$ cat config.mk
export PLATFORM = sky130hd
export DESIGN_NAME = feedback_loop_sequencer
export DESIGN_NICKNAME = d
export VERILOG_FILES = /design/src/rtl/feedback_loop_sequencer.sv
export SDC_FILE = /design/constraint.sdc
export NUM_CORES = 1
export LEC_CHECK = 0
export BUFFER_PORTS_ARGS = -buffer_cell sky130_fd_sc_hd__buf_4
export CAP_MARGIN = 20
export CORE_MARGIN = 5
export CORE_UTILIZATION = 40
export CTS_CLUSTER_DIAMETER = 50
export DETAILED_ROUTE_END_ITERATION = 16
export SYNTH_ARGS = -nofsm -noshare
export SYNTH_HDL_FRONTEND = slang
export SYNTH_SLANG_ARGS = --single-unit
export TNS_END_PERCENT = 1
$ cat constraint.sdc
create_clock -name i_clk -period 7.5 [get_ports i_clk]
set_input_delay 0.375 -clock i_clk [delete_from_list [all_inputs] [get_ports i_clk]]
set_output_delay 0.375 -clock i_clk [all_outputs]
set_load 0.02 [all_outputs]
$ cat src/rtl/feedback_loop_sequencer.sv
// Sequencer for the gyro closed-loop feedback step generator: modulation-period
// trigger, open-loop settle, gain-schedule acquisition, tracking and lock-loss fallback.
module feedback_loop_sequencer #(
  parameter int PER_W       = 16,
  parameter int DWELL_W     = 16,
  parameter int SETTLE_TRIG = 64,
  parameter int RELOCK_W    = 8
) (
  input  logic                i_clk,
  input  logic                i_rst_n,
  input  logic                i_enable,
  input  logic [PER_W-1:0]    i_mod_period,
  input  logic [PER_W-1:0]    i_trig_dly,
  input  logic [3:0]          i_gain_init,
  input  logic [3:0]          i_gain_final,
  input  logic [DWELL_W-1:0]  i_dwell,
  input  logic [31:0]         i_err,
  input  logic [31:0]         i_unlock_th,
  input  logic [7:0]          i_unlock_cnt,
  output logic                o_trig,
  output logic                o_fb_ON,
  output logic [3:0]          o_gain_sel,
  output logic                o_locked,
  output logic [1:0]          o_state,
  output logic [RELOCK_W-1:0] o_relock_cnt
);

  typedef enum logic [1:0] {
    IDLE   = 2'd0,
    SETTLE = 2'd1,
    ACQ    = 2'd2,
    TRACK  = 2'd3
  } state_t;

  localparam int SET_W = (SETTLE_TRIG > 1) ? $clog2(SETTLE_TRIG) : 1;
  localparam logic [SET_W-1:0] SET_LAST = SET_W'(SETTLE_TRIG - 1);

  logic [PER_W-1:0]    phase_q;
  logic [PER_W-1:0]    period_q;
  logic [PER_W-1:0]    period_in;
  logic [PER_W-1:0]    period_cur;
  logic                trig_q;

  state_t              state_q, state_d;
  logic [SET_W-1:0]    settle_q, settle_d;
  logic [DWELL_W-1:0]  dwell_q, dwell_d;
  logic [3:0]          gain_q, gain_d;
  logic [7:0]          unl_q, unl_d;
  logic [RELOCK_W-1:0] relock_q, relock_d;

  logic [DWELL_W-1:0]  dwell_eff;
  logic [7:0]          unl_need;
  logic [8:0]          unl_inc;
  logic [31:0]         err_abs;
  logic                over_th;

  // The period only changes at a wrap: phase 0 takes the live input, later counts use the latched copy.
  assign period_in  = (i_mod_period < PER_W'(2)) ? PER_W'(2) : i_mod_period;
  assign period_cur = (phase_q == '0) ? period_in : period_q;

  always_ff @(posedge i_clk or negedge i_rst_n) begin
    if (!i_rst_n) begin
      phase_q  <= '0;
      period_q <= PER_W'(2);
      trig_q   <= 1'b0;
    end else if (!i_enable) begin
      phase_q  <= '0;
      trig_q   <= 1'b0;
    end else begin
      period_q <= period_cur;
      trig_q   <= (phase_q == i_trig_dly);
      phase_q  <= (phase_q == period_cur - PER_W'(1)) ? '0 : phase_q + PER_W'(1);
    end
  end

  assign dwell_eff = (i_dwell == '0) ? DWELL_W'(1) : i_dwell;
  assign unl_need  = (i_unlock_cnt == 8'd0) ? 8'd1 : i_unlock_cnt;
  assign unl_inc   = {1'b0, unl_q} + 9'd1;

  // The most negative error has no positive twin, so it saturates to the largest positive value.
  assign err_abs = !i_err[31]                 ? i_err :
                   (i_err == 32'h8000_0000)   ? 32'h7fff_ffff :
                                                (~i_err + 32'd1);
  assign over_th = (err_abs > i_unlock_th);

  always_ff @(posedge i_clk or negedge i_rst_n) begin
    if (!i_rst_n) begin
      state_q  <= IDLE;
      settle_q <= '0;
      dwell_q  <= '0;
      gain_q   <= '0;
      unl_q    <= '0;
      relock_q <= '0;
    end else begin
      state_q  <= state_d;
      settle_q <= settle_d;
      dwell_q  <= dwell_d;
      gain_q   <= gain_d;
      unl_q    <= unl_d;
      relock_q <= relock_d;
    end
  end

  always_comb begin
    state_d  = state_q;
    settle_d = settle_q;
    dwell_d  = dwell_q;
    gain_d   = gain_q;
    unl_d    = unl_q;
    relock_d = relock_q;

    if (!i_enable) begin
      state_d  = IDLE;
      settle_d = '0;
      dwell_d  = '0;
      unl_d    = '0;
      gain_d   = i_gain_init;
    end else begin
      case (state_q)
        IDLE: begin
          state_d  = SETTLE;
          settle_d = '0;
          dwell_d  = '0;
          unl_d    = '0;
          gain_d   = i_gain_init;
        end
        SETTLE: begin
          if (trig_q) begin
            if (settle_q == SET_LAST) begin
              state_d  = ACQ;
              settle_d = '0;
              dwell_d  = '0;
              gain_d   = i_gain_init;
            end else begin
              settle_d = settle_q + SET_W'(1);
            end
          end
        end
        ACQ: begin
          if (trig_q) begin
            if (dwell_q >= dwell_eff - DWELL_W'(1)) begin
              dwell_d = '0;
              if (gain_q < i_gain_final) begin
                gain_d = gain_q + 4'd1;
              end else begin
                state_d = TRACK;
                unl_d   = '0;
              end
            end else begin
              dwell_d = dwell_q + DWELL_W'(1);
            end
          end
        end
        TRACK: begin
          // Falling back to ACQ keeps feedback on so the integrator state survives the relock.
          if (trig_q) begin
            if (over_th) begin
              if (unl_inc >= {1'b0, unl_need}) begin
                state_d = ACQ;
                gain_d  = i_gain_init;
                dwell_d = '0;
                unl_d   = '0;
                if (relock_q != {RELOCK_W{1'b1}}) begin
                  relock_d = relock_q + RELOCK_W'(1);
                end
              end else begin
                unl_d = unl_inc[7:0];
              end
            end else begin
              unl_d = '0;
            end
          end
        end
        default: state_d = IDLE;
      endcase
    end
  end

  assign o_trig       = trig_q;
  assign o_fb_ON      = (state_q == ACQ) || (state_q == TRACK);
  assign o_locked     = (state_q == TRACK);
  assign o_state      = state_q;
  assign o_relock_cnt = relock_q;
  assign o_gain_sel   = ((state_q == IDLE) || (state_q == SETTLE)) ? i_gain_init : gain_q;

endmodule

After elaboration in Yosys (flattened, before gate mapping):

Cells that the tools add are included.

* $add $sub $neg: 9
* magnitude comparators: 5
* equal/unequal tests: 19
* multiplexer cells: 51
* bitwise gates (word level): 1
* reduce and logical (&&, ||, !) cells: 12

Operators with widths (number)
* 16-bit two-way mux: 13
* 32-bit two-way mux: 2
* 8-bit two-way mux: 8
* 16-bit case mux with 4 select lines: 1
* 4-bit two-way mux: 10
* 16-bit by 1-bit adder with 16-bit output (second input constant): 2
* 32-bit by 1-bit adder with 32-bit output (second input constant): 1
* 16-bit equality test: 2
* 32-bit equality test (second input constant): 1
* 32-bit > comparator: 1
* 16-bit zero test: 2
* 32-bit inverter: 1
* 16-bit by 1-bit subtractor with 16-bit output (second input constant): 2
* 8-bit case mux with 3 select lines: 1
* 2-bit two-way mux: 9
* 6-bit two-way mux: 3
* 3-bit != test (second input constant): 6
* 16-bit greater-or-equal comparator: 1
* 16-bit by 2-bit less-than comparator with 1-bit output (second input constant): 1
* 4-bit case mux with 4 select lines: 1
* 8-bit AND reduction: 2
* 6-bit case mux with 2 select lines: 1
* 6-bit AND reduction: 2
* 8-bit by 1-bit adder with 9-bit output (second input constant): 1
* other kinds (19): 23

* bits in registers: 77
* input bits: 131
* output and inout port bits: 17

Logic depth before layout (Yosys ltp):

* depth after elaboration: 9
* depth in mapped cells: 22
* gate-level depth less buffers: 21

Worst setup path before layout:

OpenSTA, ideal clock, no wires.

* path type: input -> register
* start point: input port i_err[5]
* end point: register gain_q[0]
* data arrival time: 4.449 ns
* setup slack: 2.912 ns
* stages: 18
* buffers on the path: 1
* cells stage by stage: nor3_1 -> nand3_1 -> or4_1 -> or2_2 -> or4b_1 -> o31ai_1 -> xor2_1 -> nand2_1 -> ha_1 -> a21o_1 -> a21oi_1 -> o21ai_0 -> or3_1 -> a211oi_1 -> o21ai_0 -> nand2_1 -> clkbuf_1 -> o22ai_1

* word-level cells in the longest chain between the ends: 7
* elaborated cells between the ends (all ways): 8
* those cells by class: add/sub: 1; order compare: 1; eq/ne: 2; mux: 2; bitwise: 1; reduce/logical: 1

RTL lines
* start: declaration: RTL line 17 `input logic [31:0] i_err,`
* 32-bit inverter: RTL line 83 `(~i_err + 32'd1);`
* 32-bit by 1-bit adder with 32-bit output: RTL line 83
* 32-bit two-way mux: RTL line 82 `(i_err == 32'h8000_0000) ? 32'h7fff_ffff :`
* 32-bit two-way mux (*): RTL line 81 `assign err_abs = !i_err[31] ? i_err :`
* 32-bit > comparator (*): RTL line 84 `assign over_th = (err_abs > i_unlock_th);`
* 3-bit by 2-bit != test with 1-bit output (no line) (*)
* 8-bit AND reduction (no line) (*)
* end signal: assignment: RTL line 98 `gain_q <= gain_d;`
* end: declaration: RTL line 47 `logic [3:0] gain_q, gain_d;`

Mark *: on every way between the ends. The rest lies on a longest branch, timed or not.
A chain may end at the register's enable or synchronous reset.

Final worst setup path:

* start point: input port i_err[5]
* end point: register dwell_q[0]

* word-level cells in the longest chain between the ends: 7
* elaborated cells between the ends (all ways): 8
* those cells by class: add/sub: 1; order compare: 1; eq/ne: 2; mux: 2; bitwise: 1; reduce/logical: 1

RTL lines
* 32-bit inverter: RTL line 83
* 32-bit by 1-bit adder with 32-bit output: RTL line 83
* 32-bit two-way mux: RTL line 82
* 32-bit two-way mux (*): RTL line 81
* 32-bit > comparator (*): RTL line 84
* 3-bit by 2-bit != test with 1-bit output (no line) (*)
* 6-bit AND reduction (no line) (*)
* end signal: assignment: RTL line 97 `dwell_q <= dwell_d;`
* end: declaration: RTL line 46 `logic [DWELL_W-1:0] dwell_q, dwell_d;`

Marked as above.

==> flow_summary.toml <==
[clock_network]
clk_root_buffer_cell = "clkbuf_16"
clk_latency_ns = 0.34
cts_max_level = 3
hold_buffers = 0
postCtsSetupRepairBufs = 0
ctsResizeCount = 0
cts_max_path_buffers = 2
cts_sinks = 77
tritoncts.num_buffers = 9
path_clk_slew_ns = 0.06
cts_tree = "yes"

[worst_setup_path]
worstSetupStartpointType = "primary input"
cp-end-kind = "flop"
cp.arrival_ns = 5.30
path_max_fanout = 14
criticalPathCategory = "in2reg"
cp.required_ns = 7.77

[power]
seqPwrFrac = 0.370
clkPwrFrac = 0.331
leakagePower_uw = 0.004399
fin_total_pwr_uw = 1316
cellPowerDensity_nw_per_um2 = 139.7
pwr-share-comb = 0.299
ir_drop_v = 0.00008911
power.internal_uw = 890.7
switching_share = 0.3232
power_switching_uw = 425.3

[placement]
portBuffers = 147
gp_congestion = 0.8632
hpwl_um = 16360
dpl-instance-area_um2 = 9075

[drt]
wl_per_cell_um = 14.97
drtAntennaViolNets = 0
drtIter0Drc = 457
routed_via_density = 5.363
vias = 7396
route.final.wire_length_um = 20640
drc_errors = 0
drtPass1Iterations = 5

[synthesis]
yosys_warnings = 0
synth.distinct_cells = 70
async_reset_ff_frac = 1.000
ys_ff_latch = 77
syn-num-nets = 1189
synth.avg_cell_area_um2 = 7.901
ys.flop_type = "dfrtp_1"
synth_edf_count = 0
synth_cells = 989
ys_seq_area_frac = 0.2468
synthesis.area_um2 = 7814

[global_route]
track_usage = 0.1852
grt_antenna_before_repair = 0
grt_remaining_overflow = 0
grt_pass1_wl_um = 34270
grt_start_max_net_pins = 78
grt_pass1_vias = 6951

[timing]
final-max-slew-violation-count = 0
period_minus_slack_ns = 5.028
finalClockSkew_ns = 0.008021
setup_violations = 0
tightestPinTransition_ns = 0.7512
hold_violations = 0
hold_ws_ns = 0.2977
max-slew-margin-rel = 0.4954
rsz0062_at_grt = "no"
finalCritPeriodShare = 0.6704
clock.fmax_ghz = 0.1989
setup_tns_ns = 0

[finish]
final_cell_area_um2 = 9418
area_delta_synth_final_pct = 20.53
drive_gt1_frac = 0.1939
regArea_um2 = 1928
multi_input_area_um2 = 5434
num-fill-cells = 1889
nNetsFinal = 1309
diodes = 0

[floorplan]
dieArea_um2 = 22430
core.rowCount = 51
die_y_um = 149.8
dieWidth_um = 149.8
core_area_um2 = 19330
initial_utilization = 0.4041
ios = 148

[status]
status = "complete, no violations"

[min_path]
holdCritPathClass = "in2reg"

[run]
max_cap_viol_count = 0
==> layout by cell type (no fill, tap or decap), drive strengths merged, types with 8 or more instances in the layout <==
cell / instances
a21o: 28
a21oi: 39
a31oi: 8
and3: 11
buf: 153
clkbuf: 11
dfrtp: 76
ha: 69
inv: 66
mux2: 21
nand2: 123
nand2b: 20
nand3: 41
nand4: 32
nor2: 60
nor2b: 12
nor3: 46
nor4: 19
o211ai: 8
o21ai: 48
o2bb2ai: 10
o31ai: 12
or2: 9
or4: 8
xnor2: 56
xor2: 44
==> cell usage after synthesis, types with 6 or more instances <==
cell / n / area, um2
nor3_1: 46 / 230.2
nor2b_1: 12 / 75.07
a31oi_1: 8 / 50.05
nor2_1: 50 / 187.7
clkbuf_1: 36 / 135.1
nand4_1: 32 / 200.2
nand2b_1: 20 / 125.1
or3_1: 6 / 37.54
mux2_2: 21 / 236.5
xnor2_1: 56 / 490.5
and2_1: 6 / 37.54
ha_1: 69 / 863.3
dfrtp_1: 76 / 1902
inv_1: 66 / 247.7
nand2_1: 122 / 457.9
xor2_1: 44 / 385.4
or2_2: 9 / 56.30
nor4_1: 16 / 100.1
nor2_2: 10 / 62.56
o211ai_1: 8 / 60.06
a21o_1: 28 / 210.2
and3_1: 11 / 68.82
nand3_1: 41 / 205.2
or4_1: 7 / 52.55
o2bb2ai_1: 10 / 87.58
o31ai_1: 12 / 90.09
nor3b_1: 6 / 45.04
o21ai_0: 48 / 240.2
a21oi_1: 39 / 195.2
==> worst max-delay path, cell delays in order <==
cell      delay, ns
buf_4          0.11
nor3_1         0.45
nand3_1        0.21
or4_1          0.45
or2_2          0.34
or4b_1         0.58
o31ai_1        0.26
xor2_1         0.17
nand2_1        0.07
ha_1           0.31
a21o_1         0.16
a21oi_1        0.13
o21ai_0        0.07
or3_1          0.32
a211oi_1       0.30
o21ai_0        0.15
buf_4          0.20
nand2_1        0.39
mux2_2         0.25
==> state kept, by name, summed over array words and instances, names as in the netlist <==
register and cells:
dwell_q 16, gain_q 4, o_relock_cnt 8, o_state 2, o_trig 1, period_q 16
phase_q 16, settle_q 6, unl_q 8
==> power groups by stage <==
stage          Clock (uW)  Sequential [uW]  Combinational (uW)
2_1_floorplan           0              477                 261
4_1_cts               451              486                 393
6_report              436              487                 393
3_3_place_gp            0              493                 389
3_5_place_dp            0              493                 391
5_1_grt               465              492                 446
==> cells by family after synthesis <==
group,count (synthesis),share of synthesized area
AO/OA/AOI/OAI,196,0.1657
buffers and inverters,111,0.05780
adder cells (fa/ha/maj),69,0.1105
XOR/XNOR,100,0.1121
AND/OR/NAND/NOR,412,0.2730
multiplexers,24,0.03411
flip-flops,77,0.2468
==> final timing paths <==
path	from	endpoint	slack, ns	cells after the start
max in group asynchronous	i_rst_n	period_q[1]	6.38	3
max	i_err[5]	dwell_q[0]	2.47	19
max reg2reg	phase_q[0]	phase_q[0]	2.82	17
min in group asynchronous	i_rst_n	phase_q[13]	0.48	2
min	i_mod_period[14]	period_q[14]	0.30	2
min reg2reg	period_q[1]	period_q[1]	0.48	2
==> layout make-up <==
| class | instances | area share |
|---|---|---|
| Tap cell | 265 | 0.03521 |
| Clock buffer | 11 | 0.02471 |
| Timing Repair Buffer | 154 | 0.1255 |
| Sequential cell | 77 | 0.2047 |
| Multi-Input combinational cell | 801 | 0.5770 |
| Clock inverter | 5 | 0.006510 |
| Inverter | 66 | 0.02631 |
==> routing by layer <==
metal,up-vias,share of wire,track usage
met1,3390,0.50,0.2763
met5,-,0,0
li1,3770,-,-
met3,17,0.059,0.03119
met4,0,0.011,0.04209
met2,219,0.43,0.2796
==> per-stage QoR <==
stage / util / setup slack, ns / std cells
finish: 0.4871 / 2.472 / 1379
global route: 0.4871 / 2.050 / 1379
CTS: 0.4846 / 2.479 / 1376
detailed placement: 0.4694 / 2.112 / 1360
global placement: 0.4694 / 2.228 / 1360
floorplan: - / 2.912 / 989
Power figures use the tool's default switching activity.
